$ cat src/rtl/branch_resolver_if.sv
// ============================================================================
// Module   : branch_resolver_if
// Purpose  : Issue, execute and resolution signals between pipeline and resolver.
// Revision : 1.0 - initial release
// ============================================================================
`default_nettype none

interface branch_resolver_if;
  logic        isBranch;
  logic [31:0] branchPC;
  logic [2:0]  branchT;
  logic        predictTaken;
  logic [3:0]  confidence;
  logic        exValid;
  logic [31:0] exPC;
  logic [31:0] rs1Data;
  logic [31:0] rs2Data;
  logic        pipeFlush;
  logic        issueStall;
  logic        branchResolved;
  logic        actualTaken;
  logic [31:0] resolvedPC;
  logic        mispredict;
  logic        orderError;
  logic        overflow;
  logic [15:0] mispredictCount;
  logic [15:0] hiConfMispredicts;

  modport master (
    output isBranch, branchPC, branchT, predictTaken, confidence,
           exValid, exPC, rs1Data, rs2Data, pipeFlush,
    input  issueStall, branchResolved, actualTaken, resolvedPC, mispredict,
           orderError, overflow, mispredictCount, hiConfMispredicts
  );

  modport slave (
    input  isBranch, branchPC, branchT, predictTaken, confidence,
           exValid, exPC, rs1Data, rs2Data, pipeFlush,
    output issueStall, branchResolved, actualTaken, resolvedPC, mispredict,
           orderError, overflow, mispredictCount, hiConfMispredicts
  );
endinterface

`default_nettype wire

$ cat src/rtl/branch_resolver.sv
// ============================================================================
// Module   : branch_resolver
// Purpose  : In-order branch outcome resolver; optional BRANCH_CONF_STATS_EN
//            adds per-entry confidence and a high-confidence mispredict count.
// Revision : 1.0 - initial release
// ============================================================================
`default_nettype none

module branch_resolver #(
  parameter int DEPTH   = 4,
  parameter int CONF_HI = 12
) (
  input  wire logic       clk,
  input  wire logic       resetN,
  branch_resolver_if.slave bus
);

  localparam int AW = $clog2(DEPTH);
  localparam int CW = AW + 1;
  localparam logic [CW-1:0] c_depth = CW'(DEPTH);

  logic          r_pendValid;
  logic [31:0]   r_pendPC;
  logic [2:0]    r_pendT;
  logic [AW-1:0] r_headPtr;
  logic [AW-1:0] r_tailPtr;
  logic [CW-1:0] r_count;
  logic [31:0]   r_qPC   [DEPTH];
  logic [2:0]    r_qT    [DEPTH];
  logic          r_qPred [DEPTH];

  logic          r_resolved;
  logic          r_actual;
  logic [31:0]   r_resPC;
  logic          r_misp;
  logic          r_orderErr;
  logic          r_overflow;
  logic [15:0]   r_misCount;

  logic          w_full;
  logic          w_empty;
  logic          w_pop;
  logic          w_push;
  logic          w_drop;
  logic [31:0]   w_headPC;
  logic [2:0]    w_headT;
  logic          w_headPred;
  logic          w_taken;
  logic          w_badType;
  logic          w_ordErr;
  logic          w_misp;

  assign w_full  = (r_count == c_depth);
  assign w_empty = (r_count == '0);
  assign w_pop   = bus.exValid && !w_empty;
  // A full queue still accepts the pending branch if the head leaves this cycle.
  assign w_push  = r_pendValid && (!w_full || w_pop);
  assign w_drop  = r_pendValid && w_full && !w_pop;

  assign bus.issueStall = (r_count + CW'(r_pendValid)) >= c_depth;

  // An empty queue resolves as a not-predicted BEQ with no valid PC.
  assign w_headPC   = w_empty ? 32'h0 : r_qPC[r_headPtr];
  assign w_headT    = w_empty ? 3'b000 : r_qT[r_headPtr];
  assign w_headPred = w_empty ? 1'b0 : r_qPred[r_headPtr];

  always_comb begin
    w_taken   = 1'b0;
    w_badType = 1'b0;
    case (w_headT)
      3'b000:  w_taken = (bus.rs1Data == bus.rs2Data);
      3'b001:  w_taken = (bus.rs1Data != bus.rs2Data);
      3'b100:  w_taken = ($signed(bus.rs1Data) <  $signed(bus.rs2Data));
      3'b101:  w_taken = ($signed(bus.rs1Data) >= $signed(bus.rs2Data));
      3'b110:  w_taken = (bus.rs1Data <  bus.rs2Data);
      3'b111:  w_taken = (bus.rs1Data >= bus.rs2Data);
      default: w_badType = 1'b1;
    endcase
  end

  assign w_ordErr = w_empty || (bus.exPC != w_headPC) || w_badType;
  assign w_misp   = (w_headPred != w_taken) || w_ordErr;

  always_ff @(posedge clk or negedge resetN) begin
    if (!resetN) begin
      r_pendValid <= 1'b0;
      r_pendPC    <= 32'h0;
      r_pendT     <= 3'b000;
      r_headPtr   <= '0;
      r_tailPtr   <= '0;
      r_count     <= '0;
    end else begin
      r_pendPC <= bus.branchPC;
      r_pendT  <= bus.branchT;
      if (bus.pipeFlush) begin
        r_pendValid <= 1'b0;
        r_headPtr   <= '0;
        r_tailPtr   <= '0;
        r_count     <= '0;
      end else begin
        r_pendValid <= bus.isBranch;
        if (w_push) r_tailPtr <= r_tailPtr + 1'b1;
        if (w_pop)  r_headPtr <= r_headPtr + 1'b1;
        r_count <= r_count + CW'(w_push) - CW'(w_pop);
      end
    end
  end

  always_ff @(posedge clk) begin
    if (w_push) begin
      r_qPC[r_tailPtr]   <= r_pendPC;
      r_qT[r_tailPtr]    <= r_pendT;
      r_qPred[r_tailPtr] <= bus.predictTaken;
    end
  end

  always_ff @(posedge clk or negedge resetN) begin
    if (!resetN) begin
      r_resolved <= 1'b0;
      r_actual   <= 1'b0;
      r_resPC    <= 32'h0;
      r_misp     <= 1'b0;
      r_orderErr <= 1'b0;
      r_overflow <= 1'b0;
      r_misCount <= 16'h0;
    end else begin
      r_resolved <= bus.exValid;
      if (bus.exValid) begin
        r_actual <= w_taken;
        r_resPC  <= bus.exPC;
        r_misp   <= w_misp;
        if (w_ordErr) r_orderErr <= 1'b1;
        if (w_misp && (r_misCount != 16'hFFFF)) r_misCount <= r_misCount + 16'h1;
      end
      if (w_drop) r_overflow <= 1'b1;
    end
  end

  assign bus.branchResolved  = r_resolved;
  assign bus.actualTaken     = r_actual;
  assign bus.resolvedPC      = r_resPC;
  assign bus.mispredict      = r_misp;
  assign bus.orderError      = r_orderErr;
  assign bus.overflow        = r_overflow;
  assign bus.mispredictCount = r_misCount;

`ifdef BRANCH_CONF_STATS_EN
  logic [3:0]  r_qConf [DEPTH];
  logic [15:0] r_hiConf;
  logic        w_hiConfHit;

  always_ff @(posedge clk) begin
    if (w_push) r_qConf[r_tailPtr] <= bus.confidence;
  end

  assign w_hiConfHit = w_misp && !w_empty && (32'(r_qConf[r_headPtr]) >= CONF_HI);

  always_ff @(posedge clk or negedge resetN) begin
    if (!resetN) begin
      r_hiConf <= 16'h0;
    end else if (bus.exValid && w_hiConfHit && (r_hiConf != 16'hFFFF)) begin
      r_hiConf <= r_hiConf + 16'h1;
    end
  end

  assign bus.hiConfMispredicts = r_hiConf;
`else
  localparam logic [3:0] c_unusedConfHi = 4'(CONF_HI);
  logic w_unusedConf;
  assign w_unusedConf = ^{bus.confidence, c_unusedConfHi};
  assign bus.hiConfMispredicts = 16'h0000;
`endif

endmodule

`default_nettype wire

$ cat src/flat_wrapper.sv
// flat-port wrapper written by rule: the top's interface ports become plain ports
module branch_resolver_flat 
#(
  parameter int DEPTH   = 4,
  parameter int CONF_HI = 12
)
  (clk, resetN, bus_isBranch, bus_branchPC, bus_branchT, bus_predictTaken, bus_confidence, bus_exValid, bus_exPC, bus_rs1Data, bus_rs2Data, bus_pipeFlush, bus_issueStall, bus_branchResolved, bus_actualTaken, bus_resolvedPC, bus_mispredict, bus_orderError, bus_overflow, bus_mispredictCount, bus_hiConfMispredicts);
  branch_resolver_if bus_i ();
  input  wire logic clk;
  input  wire logic resetN;
  input wire logic [$bits(bus_i.isBranch)-1:0] bus_isBranch;
  input wire logic [$bits(bus_i.branchPC)-1:0] bus_branchPC;
  input wire logic [$bits(bus_i.branchT)-1:0] bus_branchT;
  input wire logic [$bits(bus_i.predictTaken)-1:0] bus_predictTaken;
  input wire logic [$bits(bus_i.confidence)-1:0] bus_confidence;
  input wire logic [$bits(bus_i.exValid)-1:0] bus_exValid;
  input wire logic [$bits(bus_i.exPC)-1:0] bus_exPC;
  input wire logic [$bits(bus_i.rs1Data)-1:0] bus_rs1Data;
  input wire logic [$bits(bus_i.rs2Data)-1:0] bus_rs2Data;
  input wire logic [$bits(bus_i.pipeFlush)-1:0] bus_pipeFlush;
  output wire logic [$bits(bus_i.issueStall)-1:0] bus_issueStall;
  output wire logic [$bits(bus_i.branchResolved)-1:0] bus_branchResolved;
  output wire logic [$bits(bus_i.actualTaken)-1:0] bus_actualTaken;
  output wire logic [$bits(bus_i.resolvedPC)-1:0] bus_resolvedPC;
  output wire logic [$bits(bus_i.mispredict)-1:0] bus_mispredict;
  output wire logic [$bits(bus_i.orderError)-1:0] bus_orderError;
  output wire logic [$bits(bus_i.overflow)-1:0] bus_overflow;
  output wire logic [$bits(bus_i.mispredictCount)-1:0] bus_mispredictCount;
  output wire logic [$bits(bus_i.hiConfMispredicts)-1:0] bus_hiConfMispredicts;
  assign bus_i.isBranch = bus_isBranch;
  assign bus_i.branchPC = bus_branchPC;
  assign bus_i.branchT = bus_branchT;
  assign bus_i.predictTaken = bus_predictTaken;
  assign bus_i.confidence = bus_confidence;
  assign bus_i.exValid = bus_exValid;
  assign bus_i.exPC = bus_exPC;
  assign bus_i.rs1Data = bus_rs1Data;
  assign bus_i.rs2Data = bus_rs2Data;
  assign bus_i.pipeFlush = bus_pipeFlush;
  assign bus_issueStall = bus_i.issueStall;
  assign bus_branchResolved = bus_i.branchResolved;
  assign bus_actualTaken = bus_i.actualTaken;
  assign bus_resolvedPC = bus_i.resolvedPC;
  assign bus_mispredict = bus_i.mispredict;
  assign bus_orderError = bus_i.orderError;
  assign bus_overflow = bus_i.overflow;
  assign bus_mispredictCount = bus_i.mispredictCount;
  assign bus_hiConfMispredicts = bus_i.hiConfMispredicts;
  branch_resolver #(.DEPTH(DEPTH), .CONF_HI(CONF_HI)) u_core (.clk(clk), .resetN(resetN), .bus(bus_i));
endmodule
$ cat config.mk
export PLATFORM = sky130hd
export DESIGN_NAME = branch_resolver_flat
export DESIGN_NICKNAME = d
export VERILOG_FILES = /design/src/rtl/branch_resolver_if.sv /design/src/rtl/branch_resolver.sv /design/src/flat_wrapper.sv
export SDC_FILE = /design/constraint.sdc
export NUM_CORES = 1
export LEC_CHECK = 0
export ABC_AREA = 1
export BUFFER_PORTS_ARGS = -buffer_cell sky130_fd_sc_hd__buf_2
export CORE_MARGIN = 4
export CORE_UTILIZATION = 60
export CTS_CLUSTER_SIZE = 25
export DETAILED_ROUTE_END_ITERATION = 16
export HOLD_SLACK_MARGIN = 0.06
export PLACE_DENSITY = 0.86
export SYNTH_ARGS = -nofsm -noshare
export SYNTH_HDL_FRONTEND = slang
export SYNTH_SLANG_ARGS = --single-unit
$ cat constraint.sdc
create_clock -name clk -period 6.47 [get_ports clk]
set_input_delay 1.6175 -clock clk [delete_from_list [all_inputs] [get_ports clk]]
set_output_delay 1.6175 -clock clk [all_outputs]
set_load 0.01 [all_outputs]
# ---- Word-level counts from Yosys, hierarchy flattened
# Memories as Yosys holds them, arrays and structs flattened.
# Cells that the tools add are included.
dict set report classes {
  add_sub_neg 6
  order_cmp 5
  eq_ne 11
  mux 13
  n_reduce_logical 19
}
# operator count
set ops {}
lappend ops {{32-bit greater-or-equal comparator} 2}
lappend ops {{32-bit < comparator} 2}
lappend ops {{32-bit inequality test} 2}
lappend ops {{32-bit == test} 1}
lappend ops {{32-bit 2-to-1 mux} 1}
lappend ops {{16-bit by 1-bit adder with 16-bit output, second input constant} 1}
lappend ops {{16-bit inequality test, second input constant} 1}
lappend ops {{3-bit == test, second input constant} 5}
lappend ops {{2-bit 2-to-1 mux} 4}
lappend ops {{3-bit by 1-bit adder with 3-bit output} 2}
lappend ops {{3-bit logical NOT} 2}
lappend ops {{3-bit 2-to-1 mux} 2}
lappend ops {{1-bit case mux with 6 select lines} 1}
lappend ops {{6-bit OR reduction} 1}
lappend ops {{1-bit logical AND} 5}
lappend ops {{1-bit 2-to-1 mux} 5}
lappend ops {{2-bit by 1-bit adder with 2-bit output, second input constant} 2}
lappend ops {{1-bit logical OR} 4}
lappend ops {{2-bit AND reduction} 2}
lappend ops {{2-bit nonzero test} 2}
lappend ops {{3-bit by 1-bit == test with 1-bit output, second input constant} 1}
lappend ops {{3-bit greater-or-equal comparator, second input constant} 1}
lappend ops {{1-bit logical NOT} 3}
lappend ops {{3-bit by 1-bit subtractor with 3-bit output} 1}
lappend ops {{1-bit inequality test} 1}
dict set report word_totals {
  register_bits 96
  mem_bits_rw 144
  in_bits 141
  elab_cells 70
  mem_count 3
}
# memory depth word_bits read_ports rd_clocked_by_memory_dff write_ports line_no
set memory_table {}
lappend memory_table {u_core.r_qPC 4 32 1 0 1 branch_resolver.sv:28} ;# logic [31:0] r_qPC [DEPTH];
lappend memory_table {u_core.r_qT 4 3 1 0 1 branch_resolver.sv:29} ;# logic [2:0] r_qT [DEPTH];
lappend memory_table {u_core.r_qPred 4 1 1 0 1 branch_resolver.sv:30} ;# logic r_qPred [DEPTH];

# ---- Depth between registers and ports, before layout
dict set report logic_depth {
  depth_word 9
  ltp_mapped 24
  ltp_nobuf 23
}

# ---- Worst setup path before layout
# No wires, ideal clock.
dict set report synth_timing {
  path_type {input -> register}
  startpoint {in bus_exValid}
  endpoint {mem u_core.r_qPC[0][0], enable pin}
  arrival_ps 3482
  t_required_ps 6041
  setup_slack_ps 2558
  cell_stages 4
  path_buffers 0
  cell_sequence {nor4_1 nor2_1 inv_1 nor2_1}
}
dict set report synth_via {
  elab_chain_cells 5
}
# item line_no
set synth_rtl {}
lappend synth_rtl {{start, declared} flat_wrapper.sv:16} ;# input wire logic [$bits(bus_i.exValid)-1:0] bus_exValid;
lappend synth_rtl {{1-bit logical AND} branch_resolver.sv:55} ;# assign w_pop = bus.exValid && !w_empty;
lappend synth_rtl {{1-bit logical OR} branch_resolver.sv:57} ;# assign w_push = r_pendValid && (!w_full || w_pop);
lappend synth_rtl {{1-bit logical AND} branch_resolver.sv:57}
lappend synth_rtl {{1-bit 2-to-1 mux} branch_resolver.sv:110} ;# if (w_push) begin
lappend synth_rtl {{1-bit 2-to-1 mux (implied by the code)} branch_resolver.sv:111} ;# r_qPC[r_tailPtr] <= r_pendPC;
lappend synth_rtl {{end, declared} branch_resolver.sv:28}
# No other way between the ends.

# ---- Worst setup path after layout
dict set report layout_timing {
  startpoint {reg u_core.r_headPtr[0]}
  endpoint {reg u_core.r_misCount[5], in the netlist u_core.bus.mispredictCount[5]}
}
dict set report layout_via {
  elab_chain_cells 9
  word_cells_on_any_way 22
  classes_between {eq/ne (7); mux (5); reduce/logical (7); memory (3)}
}
# item line_no
set layout_rtl {}
lappend layout_rtl {{start, declared} branch_resolver.sv:25} ;# logic [AW-1:0] r_headPtr;
lappend layout_rtl {{start signal, assigned} branch_resolver.sv:103} ;# if (w_pop) r_headPtr <= r_headPtr + 1'b1;
lappend layout_rtl {{memory 4 x 3 bit} -}
lappend layout_rtl {{3-bit 2-to-1 mux} branch_resolver.sv:64} ;# assign w_headT = w_empty ? 3'b000 : r_qT[r_headPtr];
lappend layout_rtl {{3-bit by 1-bit == test with 1-bit output (tied with other cells)} branch_resolver.sv:70} ;# case (w_headT)
lappend layout_rtl {{6-bit OR reduction (no source line)} -}
lappend layout_rtl {{1-bit 2-to-1 mux} branch_resolver.sv:70}
lappend layout_rtl {{1-bit logical OR} branch_resolver.sv:81} ;# assign w_ordErr = w_empty || (bus.exPC != w_headPC) || w_badType;
lappend layout_rtl {{1-bit logical OR (*)} branch_resolver.sv:82} ;# assign w_misp = (w_headPred != w_taken) || w_ordErr;
lappend layout_rtl {{1-bit logical AND (*)} branch_resolver.sv:133} ;# if (w_misp && (r_misCount != 16'hFFFF)) r_misCount <= r_misCount + 16'h1;
lappend layout_rtl {{2-bit AND reduction (no source line) (*)} -}
lappend layout_rtl {{end signal, assigned} branch_resolver.sv:133}
lappend layout_rtl {{end, declared} branch_resolver.sv:38} ;# logic [15:0] r_misCount;
# Mark *: on every way between the ends. The rest lies on a longest branch, timed or not.
# A chain may end at the register's enable or synchronous reset.

==> impl_metrics.json <==
{
  "setup_viol": 0,
  "max_slew_margin_pct": 36.59,
  "synth_top_family_by_area": "simple AND/OR/NAND/NOR gates",
  "die_h_microns": 141.8,
  "cpMostUsedCell": "nand2_1",
  "dieArea_sq_mm": 0.02010,
  "mostFrequentLayoutCell": "nand2_1",
  "start_kind": "register",
  "die_width_microns": 141.8,
  "cts.sinks": 240,
  "ant_nets": 0,
  "met3_usage_pct": 5.359,
  "io_pins": 211,
  "slowest_stage": "buf_4",
  "clkTransAtPathRegs_ns": 0.06,
  "worst-path-stages": 17,
  "drv_cap": 0,
  "finalNetCount": 1398,
  "rsz0062_at_grt": "no",
  "worst_slew_pin_slew_ns": 0.9511,
  "place_ws_ns": 2.250,
  "grt_pass1_wl_microns": 38980,
  "required_ns": 6.92,
  "finalHoldViolCount": 0,
  "crit_chain": "buf_4 > inv_2 > buf_4 > o21ai_0 > o21ai_1 > nand2_1 > nand2_1 > o21ai_1 > nor2_1 > nand4_1 > nor2_1 > nand2_1 > nor2_2 > nand3_4 > nand3_4 > nand2_1 > nand2_1",
  "worstPathArrival_ns": 4.33,
  "wl_per_cell_microns": 17.24,
  "cts_buffers": 25,
  "skew_ns": 0.02439,
  "fp-row-count": 48,
  "p_leak_uw": 0.005757,
  "core_sq_mm": 0.01742,
  "dp_hpwl_microns": 16280,
  "synthesis.instances": 1030,
  "ys_warn_count": 0,
  "drc": 0,
  "wl_microns": 25210,
  "yosys.area_share.simple_pct": 16.81,
  "grt_pass1_vias": 7977,
  "peakVddDrop_uv": 258.5,
  "cp_num_buf_inv": 3,
  "r2r-end": "u_core.bus.mispredictCount[5]",
  "gp_congestion": 0.8542,
  "h-tree-depth": 1,
  "crit_end": "u_core.bus.mispredictCount[5]",
  "fin_crit_sh_pct": 60.06,
  "cpPeakStageDelay_ns": 0.51,
  "path_class": "register to register",
  "internal_power_uw": 2887,
  "synth_xor_xnor_area_share_pct": 2.610,
  "r2r-start": "u_core.r_headPtr[0]",
  "globalRouteMet1Util_pct": 29.52,
  "synthAdderAreaFrac_pct": 4.730,
  "initial_utilization_pct": 61.67,
  "synth_area_sq_mm": 0.01074,
  "end_kind": "register",
  "nFillCells": 1127,
  "slew_viol_final": 0,
  "fin_util_pct": 72.60,
  "drt_iter0_drc": 733,
  "worst_slack_ns": 2.584,
  "syn2layout_area_growth_pct": 17.73,
  "synth_cell_types": 35,
  "grt_antenna_before_repair": 2,
  "port_buffers": 190,
  "grt_usage_pct": 24.73,
  "post_cts_resize_count": 0,
  "synth_mux_area_share_pct": 0,
  "tns_ns": 0,
  "grt.busiest_layer": "met2",
  "vias": 8017,
  "root_buffer": "clkbuf_16",
  "cp_top_family": "simple AND/OR/NAND/NOR gates",
  "synth_compound_area_share_pct": 7.339,
  "dr.pass1.iters": 5,
  "layout_common_cells": "231 x nand2_1, 189 x buf_2, 144 x edfxtp_1, 125 x nor2_1, 95 x dfrtp_1",
  "met2_usage_pct": 43.33,
  "power.net_switching_uw": 1302,
  "cts_tree": "yes",
  "cts_setup_buffers": 0,
  "cp-startpoint": "u_core.r_headPtr[0]",
  "drive_gt1_share_pct": 20.23,
  "pwr-share-comb_pct": 23.7,
  "overflow": 0,
  "grt_max_degree": 76,
  "cts_buffer_depth": 3,
  "synth.avg_cell_area_sq_um": 10.43,
  "path_max_fanout": 75,
  "hold_buffers": 0,
  "clk_latency_ns": 0.54,
  "p_sw_share_pct": 31.07,
  "seqPwrFrac_pct": 42.6,
  "power_density_mw_per_mm2": 331.3,
  "status": "finished, final reports clean",
  "period_needed_ns": 3.886,
  "clkPwrFrac_pct": 33.8,
  "ys_ff_latch": 240,
  "r2r_slack_ns": 2.58,
  "r2r_cells": 17,
  "avgViaCountPerCell": 5.484,
  "yosysSeqAreaShare_pct": 62.63,
  "hold_path.class": "register to register",
  "fmax_mhz": 257.4
}
## state kept, by name, indices dropped and copies added (netlist names)
register	count
u_core.bus.overflow	1
u_core.bus.resolvedPC	32
u_core.r_qPC	128
u_core.bus.actualTaken	1
u_core.r_qPred	4
u_core.bus.branchResolved	1
u_core.r_headPtr	2
u_core.r_pendPC	32
u_core.bus.orderError	1
u_core.r_count	3
u_core.r_pendT	3
u_core.r_pendValid	1
u_core.bus.mispredictCount	16
u_core.r_qT	12
u_core.r_tailPtr	2
u_core.bus.mispredict	1
## cells in the mapped netlist (all sizes together)
master | number | area [sq um]
or2 | 3 | 18.77
buf | 38 | 256.5
nor3b | 1 | 12.51
a21o | 3 | 22.52
o21bai | 2 | 15.01
fa | 1 | 20.02
nand4 | 26 | 162.7
nor3 | 3 | 15.01
edfxtp | 144 | 4324
nor2 | 130 | 490.5
ha | 39 | 488.0
a21oi | 23 | 118.9
xor2 | 24 | 210.2
o22ai | 22 | 137.6
nand3b | 4 | 30.03
o21ai | 94 | 470.5
nand2 | 231 | 867.1
conb | 1 | 3.750
nand3 | 32 | 190.2
clkbuf | 16 | 60.06
inv | 83 | 311.6
dfrtp | 96 | 2402
nor4 | 3 | 18.77
xnor2 | 8 | 70.07
o21a | 2 | 15.01
o2111ai | 1 | 8.760
## power groups by stage
stage          Combinational (uW)  Sequential (uW)  Clock (uW)
5_1_grt                      1100             1790        1500
4_1_cts                       986             1780        1430
3_5_place_dp                  964             1810           0
2_1_floorplan                 670             1820           0
6_report                      991             1780        1420
3_3_place_gp                  930             1800           0
## worst register-to-register path: stages (launching register included)
cell and delay [ns]:
dfrtp_2 0.38, buf_4 0.34, inv_2 0.54, buf_4 0.51, o21ai_0 0.15, o21ai_1 0.28
nand2_1 0.13, nand2_1 0.11, o21ai_1 0.07, nor2_1 0.12, nand4_1 0.10, nor2_1 0.15
nand2_1 0.08, nor2_2 0.19, nand3_4 0.24, nand3_4 0.24, nand2_1 0.11, nand2_1 0.07
## cell type report
cell class / count / area, sq um / share of cell area [%]
antenna: 1 / 2.502 / 0.01979
clock inverter: 12 / 127.6 / 1.009
multi-input combinational: 668 / 3472 / 27.46
tap: 225 / 281.5 / 2.226
inverter: 83 / 311.5 / 2.464
sequential: 240 / 6728 / 53.21
timing repair buffer: 199 / 1021 / 8.074
clock buffer: 34 / 700.7 / 5.541
## kinds of logic (layout without fill, tap and decap cells)
kind of cell / count (synthesis) / after routing
buffers and inverters: 137 / 328
other: 1 / 17
AND/OR/NAND/NOR: 433 / 433
XOR/XNOR: 32 / 32
flip-flops: 240 / 240
AO/OA/AOI/OAI: 147 / 147
adder cells (fa/ha/maj): 40 / 40
## per-layer routing
layer / share of wire [%] / vias up
li1: - / 3805
met4: 3.8 / 2
met2: 49 / 410
met1: 37 / 3730
met3: 10 / 70
met5: 0.052 / -
## worst min path at each step
stage	depth (start not counted)	slack, ns	start	to
global route	1	0.47	u_core.bus.overflow	u_core.bus.overflow
global placement	1	0.44	u_core.bus.overflow	u_core.bus.overflow
finish	1	0.45	u_core.bus.overflow	u_core.bus.overflow
CTS	1	0.45	u_core.bus.overflow	u_core.bus.overflow
floorplan	0	0.45	u_core.r_pendPC[0]	u_core.r_qPC[0][0]
detailed placement	1	0.44	u_core.bus.overflow	u_core.bus.overflow
## stage by stage
step	std cells	cell area (sq um)	hold WS, ns	total power (uW)
finish	1462	12640	0.4493	4189
global route	1462	12640	0.4687	4392
CTS	1461	12640	0.4535	4202
detailed placement	1415	11810	0.4403	2773
global placement	1415	11810	0.4379	2734
floorplan	1045	10800	0.4547	2488
No activity file was read; power rests on OpenSTA's default activity.
